==> config.mk <==
export PLATFORM = sky130hd
export DESIGN_NAME = adam_bus_master
export DESIGN_NICKNAME = d
export VERILOG_FILES = /design/src/rtl/mioc_bus_pkg.sv /design/src/rtl/adam_bus_master.sv
export SDC_FILE = /design/constraint.sdc
export NUM_CORES = 1
export LEC_CHECK = 0
export CAP_MARGIN = 20
export CORE_MARGIN = 2
export CORE_UTILIZATION = 44
export CTS_BUF_LIST = sky130_fd_sc_hd__clkbuf_4 sky130_fd_sc_hd__clkbuf_8 sky130_fd_sc_hd__clkbuf_16
export CTS_CLUSTER_SIZE = 28
export DETAILED_ROUTE_END_ITERATION = 10
export GPL_TIMING_DRIVEN = 0
export PLACE_DENSITY = 0.74
export SETUP_SLACK_MARGIN = 0.02
export SLEW_MARGIN = 5
export SYNTH_ARGS = -nofsm -noshare
export SYNTH_HDL_FRONTEND = slang
export SYNTH_SLANG_ARGS = --single-unit
==> constraint.sdc <==
create_clock -name B_PHI -period 2.9 [get_ports B_PHI]
set_clock_uncertainty 0.15 [all_clocks]
set_input_delay 0.58 -clock B_PHI [delete_from_list [all_inputs] [get_ports B_PHI]]
set_output_delay 0.58 -clock B_PHI [all_outputs]
set_load 0.05 [all_outputs]
==> src/rtl/mioc_bus_pkg.sv <==
// rtl/mioc_bus_pkg.sv - shared op codes and bus cycle state encoding
package mioc_bus_pkg;

    localparam logic [2:0] OP_MRD   = 3'd0;
    localparam logic [2:0] OP_MWR   = 3'd1;
    localparam logic [2:0] OP_IORD  = 3'd2;
    localparam logic [2:0] OP_IOWR  = 3'd3;
    localparam logic [2:0] OP_FETCH = 3'd4;
    localparam logic [2:0] OP_RFSH  = 3'd5;

    typedef enum logic [2:0] {
        ST_IDLE,
        ST_BREQ,
        ST_T1,
        ST_T2,
        ST_TW,
        ST_T3,
        ST_REL
    } bus_state_e;

    function automatic logic op_is_legal(input logic [2:0] op);
        return op <= OP_RFSH;
    endfunction

    function automatic logic op_is_io(input logic [2:0] op);
        return (op == OP_IORD) || (op == OP_IOWR);
    endfunction

    function automatic logic op_is_write(input logic [2:0] op);
        return (op == OP_MWR) || (op == OP_IOWR);
    endfunction

    function automatic logic op_is_read(input logic [2:0] op);
        return (op == OP_MRD) || (op == OP_IORD) || (op == OP_FETCH);
    endfunction

endpackage

==> src/rtl/adam_bus_master.sv <==
// rtl/adam_bus_master.sv - ADAM/ColecoVision expansion-bus initiator (Z80-style cycles)
// Ports:
//   B_PHI, N_CVRST            bus clock, asynchronous active-low reset
//   req_*                     single-transaction request handshake from the client
//   rsp_*                     one-cycle completion pulse with read data / abort flag
//   BUSRQ_N, BUSAK_N          bus acquisition handshake
//   WAIT_N                    wait-state request from the addressed device
//   BA, BD_*, BUS_OE          address/data buses and driver enables
//   BMREQ_N..BM1_N            Z80 bus strobes
module adam_bus_master
    import mioc_bus_pkg::*;
#(
    parameter int unsigned BUSAK_TIMEOUT = 64,
    parameter int unsigned WAIT_MAX      = 32
) (
    input  logic        B_PHI,
    input  logic        N_CVRST,
    input  logic        req_valid,
    output logic        req_ready,
    input  logic [2:0]  req_op,
    input  logic [15:0] req_addr,
    input  logic [7:0]  req_wdata,
    output logic        rsp_valid,
    output logic [7:0]  rsp_rdata,
    output logic        rsp_err,
    output logic        BUSRQ_N,
    input  logic        BUSAK_N,
    input  logic        WAIT_N,
    output logic [15:0] BA,
    input  logic [7:0]  BD_IN,
    output logic [7:0]  BD_OUT,
    output logic        BD_OE,
    output logic        BUS_OE,
    output logic        BMREQ_N,
    output logic        BRD_N,
    output logic        N_BWR,
    output logic        IORQ_N,
    output logic        BRFSH_N,
    output logic        BM1_N
);

    localparam logic [7:0] TO_LAST   = 8'(BUSAK_TIMEOUT - 1);
    localparam logic [7:0] WAIT_LAST = 8'(WAIT_MAX - 1);

    bus_state_e  state_q, state_d;
    logic [7:0]  cnt_q, cnt_d;          // BUSAK timeout in BREQ, wait count in TW
    logic [2:0]  op_q, op_d;
    logic [15:0] addr_q, addr_d;
    logic [7:0]  wdata_q, wdata_d;
    logic        pend_err_q, pend_err_d;  // illegal op accepted during T3
    logic        req_ready_q, req_ready_d;
    logic        rsp_valid_q, rsp_valid_d;
    logic        rsp_err_q, rsp_err_d;
    logic [7:0]  rsp_rdata_q, rsp_rdata_d;
    logic        busrq_n_q, busrq_n_d;
    logic [15:0] ba_q, ba_d;
    logic [7:0]  bd_out_q, bd_out_d;
    logic        bd_oe_q, bd_oe_d;
    logic        bus_oe_q, bus_oe_d;
    logic        mreq_n_q, mreq_n_d;
    logic        rd_n_q, rd_n_d;
    logic        wr_n_q, wr_n_d;
    logic        iorq_n_q, iorq_n_d;
    logic        rfsh_n_q, rfsh_n_d;
    logic        m1_n_q, m1_n_d;

    logic accept;
    logic bus_own;
    logic strobe;

    assign accept = req_valid && req_ready_q;

    always_comb begin
        state_d     = state_q;
        cnt_d       = '0;
        op_d        = op_q;
        addr_d      = addr_q;
        wdata_d     = wdata_q;
        pend_err_d  = pend_err_q;
        rsp_valid_d = 1'b0;
        rsp_err_d   = 1'b0;
        rsp_rdata_d = rsp_rdata_q;

        case (state_q)
            ST_IDLE: begin
                if (accept) begin
                    op_d    = req_op;
                    addr_d  = req_addr;
                    wdata_d = req_wdata;
                    if (op_is_legal(req_op)) begin
                        state_d = ST_BREQ;
                    end else begin
                        rsp_valid_d = 1'b1;
                        rsp_err_d   = 1'b1;
                    end
                end
            end
            ST_BREQ: begin
                // Acknowledge is checked first so it wins over a same-cycle timeout.
                if (!BUSAK_N) begin
                    state_d = ST_T1;
                end else if (cnt_q == TO_LAST) begin
                    state_d     = ST_IDLE;
                    rsp_valid_d = 1'b1;
                    rsp_err_d   = 1'b1;
                end else begin
                    cnt_d = cnt_q + 8'd1;
                end
            end
            ST_T1: state_d = ST_T2;
            ST_T2: begin
                // I/O cycles always get one TW regardless of WAIT_N.
                if (op_is_io(op_q) || !WAIT_N) begin
                    state_d = ST_TW;
                end else begin
                    state_d = ST_T3;
                end
            end
            ST_TW: begin
                if (WAIT_N) begin
                    state_d = ST_T3;
                end else if (cnt_q == WAIT_LAST) begin
                    state_d     = ST_REL;
                    rsp_valid_d = 1'b1;
                    rsp_err_d   = 1'b1;
                end else begin
                    cnt_d = cnt_q + 8'd1;
                end
            end
            ST_T3: begin
                rsp_valid_d = 1'b1;
                if (op_is_read(op_q)) begin
                    rsp_rdata_d = BD_IN;
                end
                state_d = ST_REL;
                if (accept) begin
                    op_d    = req_op;
                    addr_d  = req_addr;
                    wdata_d = req_wdata;
                    if (op_is_legal(req_op)) begin
                        state_d = ST_T1;
                    end else begin
                        // Its error response must follow this cycle's completion.
                        pend_err_d = 1'b1;
                    end
                end
            end
            ST_REL: begin
                state_d = ST_IDLE;
                if (pend_err_q) begin
                    rsp_valid_d = 1'b1;
                    rsp_err_d   = 1'b1;
                    pend_err_d  = 1'b0;
                end
            end
            default: state_d = ST_IDLE;
        endcase
    end

    // Every output is decoded from the next state so the pins change on the
    // same edge as the state register.
    always_comb begin
        bus_own     = (state_d == ST_T1) || (state_d == ST_T2) ||
                      (state_d == ST_TW) || (state_d == ST_T3);
        strobe      = (state_d == ST_T2) || (state_d == ST_TW) || (state_d == ST_T3);
        req_ready_d = (state_d == ST_IDLE) || (state_d == ST_T3);
        busrq_n_d   = !(bus_own || (state_d == ST_BREQ));
        bus_oe_d    = bus_own;
        ba_d        = bus_own ? addr_d : ba_q;
        bd_oe_d     = bus_own && op_is_write(op_d);
        bd_out_d    = bd_oe_d ? wdata_d : bd_out_q;
        m1_n_d      = !((op_d == OP_FETCH) && ((state_d == ST_T1) || (state_d == ST_T2)));
        mreq_n_d    = 1'b1;
        rd_n_d      = 1'b1;
        wr_n_d      = 1'b1;
        iorq_n_d    = 1'b1;
        rfsh_n_d    = 1'b1;
        if (strobe) begin
            case (op_d)
                OP_MRD, OP_FETCH: begin mreq_n_d = 1'b0; rd_n_d   = 1'b0; end
                OP_MWR:           begin mreq_n_d = 1'b0; wr_n_d   = 1'b0; end
                OP_IORD:          begin iorq_n_d = 1'b0; rd_n_d   = 1'b0; end
                OP_IOWR:          begin iorq_n_d = 1'b0; wr_n_d   = 1'b0; end
                OP_RFSH:          begin mreq_n_d = 1'b0; rfsh_n_d = 1'b0; end
                default: ;
            endcase
        end
    end

    always_ff @(posedge B_PHI or negedge N_CVRST) begin
        if (!N_CVRST) begin
            state_q     <= ST_IDLE;
            cnt_q       <= '0;
            op_q        <= OP_MRD;
            addr_q      <= '0;
            wdata_q     <= '0;
            pend_err_q  <= 1'b0;
            req_ready_q <= 1'b0;
            rsp_valid_q <= 1'b0;
            rsp_err_q   <= 1'b0;
            rsp_rdata_q <= '0;
            busrq_n_q   <= 1'b1;
            ba_q        <= '0;
            bd_out_q    <= '0;
            bd_oe_q     <= 1'b0;
            bus_oe_q    <= 1'b0;
            mreq_n_q    <= 1'b1;
            rd_n_q      <= 1'b1;
            wr_n_q      <= 1'b1;
            iorq_n_q    <= 1'b1;
            rfsh_n_q    <= 1'b1;
            m1_n_q      <= 1'b1;
        end else begin
            state_q     <= state_d;
            cnt_q       <= cnt_d;
            op_q        <= op_d;
            addr_q      <= addr_d;
            wdata_q     <= wdata_d;
            pend_err_q  <= pend_err_d;
            req_ready_q <= req_ready_d;
            rsp_valid_q <= rsp_valid_d;
            rsp_err_q   <= rsp_err_d;
            rsp_rdata_q <= rsp_rdata_d;
            busrq_n_q   <= busrq_n_d;
            ba_q        <= ba_d;
            bd_out_q    <= bd_out_d;
            bd_oe_q     <= bd_oe_d;
            bus_oe_q    <= bus_oe_d;
            mreq_n_q    <= mreq_n_d;
            rd_n_q      <= rd_n_d;
            wr_n_q      <= wr_n_d;
            iorq_n_q    <= iorq_n_d;
            rfsh_n_q    <= rfsh_n_d;
            m1_n_q      <= m1_n_d;
        end
    end

    assign req_ready = req_ready_q;
    assign rsp_valid = rsp_valid_q;
    assign rsp_err   = rsp_err_q;
    assign rsp_rdata = rsp_rdata_q;
    assign BUSRQ_N   = busrq_n_q;
    assign BA        = ba_q;
    assign BD_OUT    = bd_out_q;
    assign BD_OE     = bd_oe_q;
    assign BUS_OE    = bus_oe_q;
    assign BMREQ_N   = mreq_n_q;
    assign BRD_N     = rd_n_q;
    assign N_BWR     = wr_n_q;
    assign IORQ_N    = iorq_n_q;
    assign BRFSH_N   = rfsh_n_q;
    assign BM1_N     = m1_n_q;

endmodule
Word-level counts from Yosys, hierarchy flattened
Cells that the tools add are included.
{ "word_totals": {"register_bits": 83, "latch_bits": 0, "ram_bits": 0, "mem_bits_ro": 0, "inputBits": 40, "output_inout_bits": 44, "wordCells": 119, "mem_count": 0} }
{ "classes": {"n_addsub": 1, "mul": 0, "div": 0, "magnitude_cmp": 1, "n_eq_ne": 23, "shift": 0, "n_mux": 43, "bitwise": 0, "n_reduce_logical": 30} }
{ "op_table": {"columns": ["cell", "n"], "rows": [
  ["8-bit 2-to-1 mux", 6],
  ["16-bit 2-to-1 mux", 2],
  ["3-bit 2-to-1 mux", 10],
  ["3-bit by 2-bit equality test with 1-bit output, second input constant", 8],
  ["3-bit equality test, second input constant", 8],
  ["1-bit 2-to-1 mux", 20],
  ["3-bit case mux with 6 select lines", 1],
  ["8-bit case mux with 2 select lines", 1],
  ["3-bit zero test", 4],
  ["1-bit logical OR", 12],
  ["3-bit by 1-bit equality test with 1-bit output, second input constant", 3],
  ["8-bit by 1-bit adder with 8-bit output, second input constant", 1],
  ["8-bit by 5-bit equality test with 1-bit output, second input constant", 1],
  ["8-bit by 6-bit equality test with 1-bit output, second input constant", 1],
  ["2-bit OR reduction", 3],
  ["1-bit case mux with 5 select lines", 1],
  ["2-bit != test, second input constant", 2],
  ["1-bit case mux with 4 select lines", 1],
  ["4-bit OR reduction", 1],
  ["3-bit less-or-equal comparator, second input constant", 1],
  ["1-bit logical AND", 3],
  ["1-bit zero test", 3],
  ["3-bit AND reduction", 1],
  ["3-bit OR reduction", 1],
  ["other kinds (3)", 3]
]} }

Depth between registers and ports, before layout
{ "logic_depth": {"ltp_word": 11, "ltp_mapped": 9, "ltp_nobuf": 7} }

Worst setup path before layout
Ideal clock, no wire load.
{ "synth_timing": {"path_type": "reg2reg", "startpoint": "register cnt_q[0]", "endpoint": "register ba_q[10], in the netlist BA[10]", "setup_ns": 0.125, "t_arrival_ns": 2.602, "t_required_ns": 2.625, "setup_slack_ns": 0.023, "path_stages_with_launch": 9, "n_path_buf": 1, "synth_period_minus_slack_ns": 2.877, "cell_sequence": "dfrtp_1 ha_1 and4_1 and4b_1 a311o_1 ha_1 inv_2 buf_1 mux2_2"} }
{ "synth_between": {"elab_chain_cells": 8, "elab_cells_between_ends": 14, "classes_between": "eq/ne: 6; mux: 5; reduce/logical: 3"} }
{ "synth_rtl": {"columns": ["element", "line", "rtl"], "rows": [
  ["start, declared", "adam_bus_master.sv:46", "logic [7:0] cnt_q, cnt_d;"],
  ["start signal, assigned", "adam_bus_master.sv:215", "cnt_q <= cnt_d;"],
  ["8-bit by 5-bit equality test with 1-bit output / 8-bit by 6-bit equality test with 1-bit output (equally long branches)", "adam_bus_master.sv:122, adam_bus_master.sv:102", null],
  ["3-bit 2-to-1 mux (on tied branches)", "adam_bus_master.sv:122, adam_bus_master.sv:102", null],
  ["3-bit 2-to-1 mux (on tied branches)", "adam_bus_master.sv:120, adam_bus_master.sv:100", null],
  ["3-bit case mux with 6 select lines *", "adam_bus_master.sv:84", "case (state_q)"],
  ["net state_d[1]", "adam_bus_master.sv:45", "bus_state_e state_q, state_d;"],
  ["3-bit by 2-bit equality test with 1-bit output", "adam_bus_master.sv:163", "bus_own = (state_d == ST_T1) || (state_d == ST_T2) ||"],
  ["1-bit logical OR (2 in series)", "adam_bus_master.sv:163", null],
  ["1-bit logical OR *", "adam_bus_master.sv:164", "(state_d == ST_TW) || (state_d == ST_T3);"],
  ["net bus_oe_d", "adam_bus_master.sv:59", "logic bus_oe_q, bus_oe_d;"],
  ["end signal, assigned", "adam_bus_master.sv:203", "ba_q <= '0;"],
  ["end signal, assigned", "adam_bus_master.sv:225", "ba_q <= ba_d;"],
  ["end, declared", "adam_bus_master.sv:56", "logic [15:0] ba_q, ba_d;"]
]} }
The timed path passes the listed nets; every way through them passes the cells marked *.
A chain may end at the register's enable or synchronous reset.

Worst setup path in the final report
{ "layout_timing": {"startpoint": "input port WAIT_N", "endpoint": "register ba_q[10], in the netlist BA[10]"} }
{ "layout_between": {"elab_cells_between_ends": 12, "classes_between": "eq/ne: 4; mux: 3; reduce/logical: 5"} }
{ "layout_lines": {"columns": ["element", "line", "rtl"], "rows": [
  ["start, declared", "adam_bus_master.sv:28", "input logic WAIT_N,"],
  ["3-bit 2-to-1 mux *", "adam_bus_master.sv:120", "if (WAIT_N) begin"],
  ["3-bit case mux with 6 select lines *", "adam_bus_master.sv:84", null],
  ["net state_d[1]", "adam_bus_master.sv:45", null],
  ["3-bit by 2-bit equality test with 1-bit output", "adam_bus_master.sv:163", null],
  ["1-bit logical OR (2 in series)", "adam_bus_master.sv:163", null],
  ["1-bit logical OR *", "adam_bus_master.sv:164", null],
  ["net bus_oe_d", "adam_bus_master.sv:59", null]
]} }
Marks and branches as above.

==> summary.md <==
| Metric | Value |
|---|---|
| Headroom to the max-slew limit | 0.449 |
| Yosys warning count | 0 |
| TritonCTS clock tree | built |
| Net count after synthesis | 284 |
| Max-cap violation count | 0 |
| Endpoint arrival time on the critical path | around 2900 ps |
| Commonest cells post-synth | dfrtp_1, mux2_2, nor2_1 |
| Top post-synthesis cells by area | dfrtp_1, mux2_2, dfstp_2 |
| Max-slew violation count | 0 |
| Antenna Nets Post-Route | 0 |
| Share of the yosys chip area belonging to registers | 0.624 |
| Stage delay of the slowest cell on the critical path | ~520 ps |
| Number of different library cells in the post-synthesis netlist | between 40 and 50 |
| Clock network fraction of design power | 0.150 |
| Most area-hungry cell type in the Yosys netlist | dfrtp_1 |
| Top cell family by delay on the critical path | buffers and inverters |
| Count of nets after finishing | approximately 380 |
| Worst-skew pair later-pin latency | approximately 340 ps |
| Syn Inst Count | ~240 |
| Total of buffers placed on input and output ports | 83 |
| Average detailed-routed wire length per instance | ~15 um |
| Register clock-pin slew on the reported worst setup and hold paths | roughly 80 ps |
| Floorplan die height | 91.2 um |
| Dpl cell area | roughly 0.0043 mm^2 |
| Std cell rows | 31 |
| Maximum fanout along the worst path | 10 |
| Asr flop ratio synth | 1.00 |
| CTS H-tree lvls | 3 |
| DRC violation total after the first TritonRoute iteration | between 100 and 150 |
| Share of the core filled with cells in the final layout | 0.633 |
| Crit path buf inv count | 3 |
| Worst IR Drop VDD | between 800 and 900 uV |
| Via count of the first global-routing pass | 2,280 |
| Post-synth EDFFs | 0 |
| Number of setup violations in the final report | 0 |
| Die width | between 90 and 100 um |
| DP HPWL | around 4600 um |
| Clock tree root buffer cell | clkbuf_8 |
| Cell with the most instances after synthesis | dfrtp_1 |
| Post-Synthesis Cell Area | between 0.003 and 0.004 mm^2 |
| Post-route standard cell area excluding fillers | 0.00461 mm^2 |
| CTS Hold Buffers Added | 0 |
| Crit path capture type | register |
| Result of the run | completed |
| Register bit total from synthesis | slightly above 80 |
| Most used flip-flop cell after synthesis | dfrtp_1 |
| Via density | 4.97 |
| Beginning of the worst register-to-register path | cnt_q[0]$_DFF_PN0_ |
| Overall Power | ~6.2 mW |
| Placeable core area | approximately 0.0073 mm^2 |
| Number of buffers added by the clock tree synthesis step | 9 |
| Worst min-delay path category | primary input to asynchronous set/reset pin |
| GRT Resource Usage Total | 0.171 |
| Register share of total power | 0.310 |
| Total die area | roughly 0.0083 mm^2 |
| Required time of the critical path | approximately 3000 ps |
| First-pass detailed-route iteration total | 4 |
| Worst Tran Pin Value | about 820 ps |
| Final hold slack | ~62 ps |
| Type of the setup path with the least slack | primary input to register |
| Post-layout min period | around 2800 ps |
| Highest attainable clock frequency | around 360 MHz |
| Final Cycle Share | 0.964 |
| Cell chain of the critical path | clkdlybuf4s50_1 > nor4b_4 > and4b_1 > a311o_1 > ha_4 > inv_4 > buf_4 > mux2_2 |
| Switching Share | 0.410 |
| Initial core utilization | 0.459 |
| Switching power of the nets | ~2.5 mW |
| Routed vias | ~2,200 |
| Unrepaired setup endpoints after global routing | no |
| Final global-route overflow total | 0 |
| Startpoint kind of the worst setup timing path | primary input |
| N_diodes | 0 |
| Share of post-route cells with drive strength above 1 | 0.293 |
| Number of clock sinks | 83 |
| Gpl congestion | approximately 0.84 |
| Clock Tree Buf Depth | 2 |
| Count of endpoints failing hold in the final timing report | 0 |
| Share of the synthesized area in the top cell type | 0.569 |
| Comb power frac | 0.540 |
| Number of antenna violations at the first check in global routing | 0 |
| Power density over the cells | roughly 1300 mW/mm^2 |
| Number of top-level pins | 84 |
| Area growth syn-to-layout | 38.0% |
| Cell-internal power | approximately 3.7 mW |
| Average size of a mapped cell | about 14 um^2 |
| Crit. Startpoint | WAIT_N |
| Cell with the biggest individual delay on the critical path | clkdlybuf4s50_1 |
| DRC errors left | 0 |
| Final wirelength | a little under 7000 um |
| Largest net degree at the start of global routing | between 40 and 50 |
| Global-route wire length before repair | 11,100 um |
| Leak Pwr | 1.95 nW |
## metal layers
layer  global-route usage  up-vias  part of all wire
met1                0.220     1086              0.44
met2                0.254       65              0.46
met3               0.0672       13             0.079
met4               0.0795        0             0.023
li1                     -     1044                 -
met5                    0        -                 0
## path summary, 6_finish.rpt
path / end / slack, ps / depth (start not counted)
min in group B_PHI: addr_q[0]$_DFF_PN0_ / 350 / 1
worst min register to register: addr_q[0]$_DFF_PN0_ / 350 / 1
worst max-delay path: BA[10]$_DFFE_PN0P_ / 110 / 8
worst max register to register: BA[10]$_DFFE_PN0P_ / 150 / 8
max in group asynchronous: N_BWR$_DFF_PN1_ / 1880 / 2
worst min-delay path: BA[15]$_DFFE_PN0P_ / 60 / 1
## final cells by class
class / instances / area, um^2
fill: 596 / 2680
sequential: 83 / 2090
multi-input combinational: 140 / 1200
timing repair buffer: 87 / 883
clock buffer: 12 / 153
tap: 99 / 124
clock inverter: 4 / 76.3
buffer: 9 / 50.0
inverter: 10 / 40.0
## through the flow
step	instances	setup slack (ps)	TNS, ps
after floorplan	242	23.0	0
after global placement	424	-1760	-150880
after detailed placement	425	-785	-12710
after CTS	443	102	0
after global routing	444	25.9	0
final	444	106	0
## repair_timing
action | CTS | global route
gates resized for setup | 5 | 1
endpoints found under the setup margin | 18 | 8
setup buffers | 2 | 1
pin swaps | 0 | 2
## state kept, by name, indices dropped and copies added (netlist names)
name        count
pend_err_q      1
state_q         3
BMREQ_N         1
addr_q         16
BD_OE           1
req_ready       1
BM1_N           1
rsp_rdata       8
BA             16
wdata_q         8
cnt_q           8
BRFSH_N         1
rsp_err         1
rsp_valid       1
BD_OUT          8
BRD_N           1
op_q            3
N_BWR           1
BUS_OE          1
BUSRQ_N         1
IORQ_N          1
## layout by cell type (no fill, tap or decap), types with 3 or more instances in the layout
cell,count
a31oi_1,3
buf_2,4
buf_4,6
clkbuf_8,10
clkdlybuf4s50_1,82
dfrtp_1,76
dfstp_2,7
inv_1,9
mux2_2,58
nand2_1,12
nand3_1,7
nor2_1,18
o21ai_0,4
xnor2_1,3
xor2_1,4
## power groups by stage
stage / clock network [mW] / registers (mW) / logic, mW
2_1_floorplan: 0 / 2.93 / 1.30
3_3_place_gp: 0 / 1.93 / 3.18
3_5_place_dp: 0 / 1.95 / 3.24
4_1_cts: 0.953 / 1.93 / 3.36
5_1_grt: 1.00 / 1.99 / 3.56
6_report: 0.932 / 1.93 / 3.35
## logic make-up after synthesis
logic type / count (synthesis) / synth area share
and+or+nand+nor: 52 / 0.0819
DFF: 83 / 0.624
buffers and inverters: 19 / 0.0251
xor gates and xnor gates: 7 / 0.0183
adders and majority gates: 2 / 0.00748
AOI/OAI and AO/OA: 19 / 0.0423
muxes: 60 / 0.201
No activity file was read; power rests on OpenSTA's default activity.
